`src/rtl/dmem_byte_bank_ctrl.sv`:
```
// rtl/dmem_byte_bank_ctrl.sv - LSU front end for four byte-lane data-memory banks
module dmem_byte_bank_ctrl #(
    parameter bit ALLOW_MISALIGNED = 1'b1,
    parameter int ADDR_W           = 16,
    parameter int CNT_W            = 16
) (
    input  logic                    clk_i,
    input  logic                    rst_i,
    input  logic                    req_valid_i,
    output logic                    req_ready_o,
    input  logic                    req_we_i,
    input  logic [2:0]              req_funct3_i,
    input  logic [31:0]             req_addr_i,
    input  logic [31:0]             req_wdata_i,
    output logic                    rsp_valid_o,
    input  logic                    rsp_ready_i,
    output logic [31:0]             rsp_rdata_o,
    output logic                    rsp_err_o,
    output logic [4*(ADDR_W-2)-1:0] bank_addr_o,
    output logic [3:0]              bank_wren_o,
    output logic [31:0]             bank_wdata_o,
    input  logic [31:0]             bank_rdata_i,
    output logic [CNT_W-1:0]        cnt_load_o,
    output logic [CNT_W-1:0]        cnt_store_o,
    output logic [CNT_W-1:0]        cnt_misal_o
);
    localparam int ROW_W = ADDR_W - 2;

    logic [ROW_W-1:0] row;
    logic [1:0]       off;
    logic [1:0]       lane;
    logic             legal;
    logic             misal;
    logic             err;
    logic             fire;
    logic [31:0]      gath;
    logic [31:0]      ext;
    logic [31:0]      load_data;
    logic             unused_addr;

    assign row         = req_addr_i[ADDR_W-1:2];
    assign off         = req_addr_i[1:0];
    assign unused_addr = ^req_addr_i[31:ADDR_W];

    always_comb begin
        case (req_funct3_i)
            3'b000, 3'b001, 3'b010, 3'b100, 3'b101: legal = 1'b1;
            default:                                legal = 1'b0;
        endcase
    end

    assign misal = legal & (((req_funct3_i[1:0] == 2'b01) & off[0]) |
                            ((req_funct3_i[1:0] == 2'b10) & (off != 2'b00)));
    assign err   = !legal | (misal & (ALLOW_MISALIGNED == 1'b0));

    assign req_ready_o = !rsp_valid_o | rsp_ready_i;
    assign fire        = req_valid_i & req_ready_o & !rst_i;

    // Byte i of the access lives in bank (off + i) mod 4, so bank b carries lane (b - off) mod 4.
    always_comb begin
        bank_addr_o  = '0;
        bank_wdata_o = '0;
        bank_wren_o  = '0;
        gath         = '0;
        lane         = '0;
        for (int b = 0; b < 4; b++) begin
            lane = 2'(b) - off;
            bank_addr_o[b*ROW_W +: ROW_W] = (2'(b) < off) ? row + ROW_W'(1) : row;
            bank_wdata_o[8*b +: 8]        = req_wdata_i[8*lane +: 8];
            gath[8*lane +: 8]             = bank_rdata_i[8*b +: 8];
            case (req_funct3_i[1:0])
                2'b00:   bank_wren_o[b] = fire & req_we_i & !err & (lane == 2'd0);
                2'b01:   bank_wren_o[b] = fire & req_we_i & !err & !lane[1];
                2'b10:   bank_wren_o[b] = fire & req_we_i & !err;
                default: bank_wren_o[b] = 1'b0;
            endcase
        end
    end

    always_comb begin
        case (req_funct3_i)
            3'b000:  ext = {{24{gath[7]}}, gath[7:0]};
            3'b100:  ext = {24'd0, gath[7:0]};
            3'b001:  ext = {{16{gath[15]}}, gath[15:0]};
            3'b101:  ext = {16'd0, gath[15:0]};
            default: ext = gath;
        endcase
        load_data = (req_we_i | err) ? 32'd0 : ext;
    end

    always_ff @(posedge clk_i) begin
        if (rst_i) begin
            rsp_valid_o <= 1'b0;
            rsp_rdata_o <= '0;
            rsp_err_o   <= 1'b0;
            cnt_load_o  <= '0;
            cnt_store_o <= '0;
            cnt_misal_o <= '0;
        end else begin
            if (fire) begin
                rsp_valid_o <= 1'b1;
                rsp_rdata_o <= load_data;
                rsp_err_o   <= err;
            end else if (rsp_ready_i) begin
                rsp_valid_o <= 1'b0;
            end
            if (fire && !req_we_i && !(&cnt_load_o))
                cnt_load_o <= cnt_load_o + CNT_W'(1);
            if (fire && req_we_i && !(&cnt_store_o))
                cnt_store_o <= cnt_store_o + CNT_W'(1);
            if (fire && misal && !(&cnt_misal_o))
                cnt_misal_o <= cnt_misal_o + CNT_W'(1);
        end
    end
endmodule

```
`config.mk`:
```
export PLATFORM = sky130hd
export DESIGN_NAME = dmem_byte_bank_ctrl
export DESIGN_NICKNAME = d
export VERILOG_FILES = /design/src/rtl/dmem_byte_bank_ctrl.sv
export SDC_FILE = /design/constraint.sdc
export NUM_CORES = 1
export LEC_CHECK = 0
export BUFFER_PORTS_ARGS = -buffer_cell sky130_fd_sc_hd__clkbuf_2
export CAP_MARGIN = 5
export CORE_ASPECT_RATIO = 0.7
export CORE_UTILIZATION = 45
export CTS_CLUSTER_DIAMETER = 100
export DETAILED_ROUTE_END_ITERATION = 10
export MAX_ROUTING_LAYER = met4
export PLACE_DENSITY_LB_ADDON = 0.1
export RECOVER_POWER = 50
export SLEW_MARGIN = 20
export SYNTH_ARGS = -nofsm -noshare
export SYNTH_HDL_FRONTEND = slang
export SYNTH_SLANG_ARGS = --single-unit
```
`constraint.sdc`:
```
create_clock -name clk_i -period 9.1 [get_ports clk_i]
set_input_delay 2.73 -clock clk_i [delete_from_list [all_inputs] [get_ports clk_i]]
set_output_delay 2.73 -clock clk_i [all_outputs]
set_load 0.05 [all_outputs]
```
==> results.md <==
* Status: finished with violations
* Failing checks: capacitance limit, slew limit
* Wl on met1 at 9960 um
* CTS buffer count at 9
* Post-synth EDFFs at 0
* Reg2reg start: rsp_valid_o
* Post-Synthesis Cells at 788
* R2r worst-path depth at 5
* Tmin final at 7.75 ns
* Area Growth Syn to Fin at 21.0%
* Async set or reset register ratio after synthesis at 0
* Via-to-Cell Ratio at 5.91
* Post-synthesis sequential area ratio at 0.248
* DRT Pass-1 Iters at 4
* Leading area contributor after synthesis: dfxtp_1
* Most common cell after layout, fill and taps aside: clkbuf_2
* Crit path kind: in2out
* Setup WS post-layout at 1.35 ns
* RePlAce Congestion at 0.994
* Max-Cap Viols at 1
* Skew final at 0.00857 ns
* Top FF cell, synth: dfxtp_1
* Post-CTS Resized at 0
* CTS tree: yes
* Hold Fails Final Rpt at 0
* Clk_lat worst skew at 0.35 ns
* Syn nets at 904
* Fin crit share at 0.851
* Detail Route Antenna Nets at 0
* Fmax at 129 MHz
* Placed Cells at 1168
* Initial antenna violation count at 0
* Leakage power at 3.03 nW
* Diodes inserted at 0
* Vias in the first global route at 5953
* Yosys Warn Count at 0
* Hold path start: rsp_rdata_o[15]
* Number of synthesized register bits at 82
* Worst min-delay path class: reg2reg
* Worst EP required at 6.37 ns
* Total grt overflow at 0
* Drc violations at 0
* Finished Layout Cells at 1184
* Pwr Total at 1.06 mW
* R2R Setup Slk at 6.20 ns
* Total track usage at 0.272
* Final core occ at 0.566
* Slew headroom at -0.740
* Worst Path Arrival at 5.02 ns
* Hold-fix buffers at CTS at 0
* Top layer in use: met4
* CP max FO at 51
* Avg WL per Cell at 17.7 um
* Finish-stage setup viols at 0
* Root Driver: clkbuf_16
* IO Count at 279
* Largest net degree at the start of global routing at 61
* Share of layout cells above drive strength 1 at 0.257
* Vias at 7000
* DP Area at 0.00785 sq mm
* RSZ-0062 raised after global routing: false
* Port Buffers at 262
* Clk pin slew, worst setup/hold paths at 0.07 ns
* Post-CTS Setup Bufs at 0
* Yosys cell types at 66
* R2R Path End: rsp_rdata_o[19]
* DP HPWL at 15600 um
* Area of the mapped netlist at 0.00661 sq mm
* Met3 routed WL at 1660 um
* Avg Cell Area, Syn at 8.39 sq um
* 1st-iter DRT viols at 569
* Die Y at 103 um
* Wirelength, routed at 20900 um
* Initial core utilization at 0.468
* Core ar. at 0.0141 sq mm
* Finished Cell Area at 0.00801 sq mm
* Critical Path Sink Type: output pin
* Min Hold Slack at 0.463 ns
* Pwr Density at 133 mW/mm^2
* Share of the synthesized area in the top cell type at 0.248
* Worst Hold End: rsp_rdata_o[15]
* Worst slew pin tran at 2.61 ns
* Row count at 36
* Clk sink count at 82
* Wire length on met2 at 9140 um
* Worst IR Drop VDD at 0.0000944 V
* Worst Hold Depth at 1
* Max Slew Vio Count at 61
* First-pass GRT wire length at 31800 um
* Crit start category: input pin
* Die ar. at 0.0152 sq mm
* Clock Path Buffers at 2
* H-tree depth at 3
* Final net count at 1105
* Most frequent cells in the layout: clkbuf_2, nand2_1, clkbuf_1
* Post-Place Setup Slack at 1.32 ns
* TNS Setup at 0 ns
* Ranking of synthesized cells by area: dfxtp_1, mux4_2, xnor2_1
* Die W at 147 um
sequential cells by signal (all words and copies together) (netlist names):
name,cells
rsp_rdata_o,32
rsp_valid_o,1
cnt_store_o,16
rsp_err_o,1
cnt_misal_o,16
cnt_load_o,16
power by group:
group | leakage, nW | internal, mW | switching [mW] | total [mW]
sequential | 0.661 | 0.362 | 0.00241 | 0.364
clock | 0.139 | 0.190 | 0.171 | 0.361
combinational | 2.23 | 0.0940 | 0.242 | 0.336
total | 3.03 | 0.646 | 0.416 | 1.06
worst max path at each step:
stage                  start              end  slack [ns]  depth (start not counted)
6_report       req_addr_i[0]  bank_addr_o[41]        1.35                          6
5_1_grt        req_addr_i[0]  bank_addr_o[41]        1.13                          6
4_1_cts        req_addr_i[0]  bank_addr_o[41]        1.32                          6
3_5_place_dp   req_addr_i[0]  bank_addr_o[41]        1.32                          6
3_3_place_gp   req_addr_i[0]  bank_addr_o[41]        1.33                          6
2_1_floorplan  req_addr_i[1]   bank_wren_o[2]        1.07                          9
logic make-up (layout without fill, tap and decap cells):
kind of cell    after synthesis  after routing  synth area share
xor+xnor                     67             67            0.0887
flops                        82             82             0.248
mux                          45             45             0.130
fa+ha+maj                    12             12            0.0227
compound gates              176            176             0.194
buf+inv                      89            295            0.0636
simple gates                317            317             0.253
worst max-delay path: stages:
cell and delay (ns):
clkbuf_2 0.09, buf_4 0.56, ha_1 0.92, nand4_1 0.20, xnor2_1 0.21, clkbuf_2 0.30
synth_stat cells (3+ instances only):
library cell	count
dfxtp_1	82
o21ai_0	33
nor4_1	18
mux2i_1	6
mux2_2	7
or2_2	6
xnor2_1	52
mux4_2	32
o211ai_1	4
a31oi_1	7
nand2_1	85
buf_2	18
nor4bb_1	3
nor3_1	16
a221oi_1	8
a22o_1	6
and3b_1	4
a21boi_0	6
a32oi_1	10
nand3_1	22
o21ai_1	7
nor3b_1	4
buf_4	15
nand4_1	19
buf_1	6
a32o_1	6
a2bb2oi_1	3
nand2b_1	15
nor2b_1	11
a22oi_1	36
or3_1	5
inv_1	8
and3_1	13
xor2_1	15
nor2_1	72
ha_1	12
a221o_1	12
clkbuf_1	40
a211o_1	9
nand4b_1	3
and4_1	8
a21oi_1	15
layout make-up:
class,instances,area (sq um)
fill,1422,6140
multi-input combinational,617,4540
sequential,82,1640
timing repair buffer,270,1260
tap,190,238
clock buffer,9,225
clock inverter,7,58.8
inverter,9,33.8
layer usage:
layer,vias up,track usage
met1,3340,0.383
met4,0,0.0436
li1,3344,-
met5,-,-
met3,15,0.0535
met2,301,0.408
Note: power is estimated with default switching activity, not from simulation.
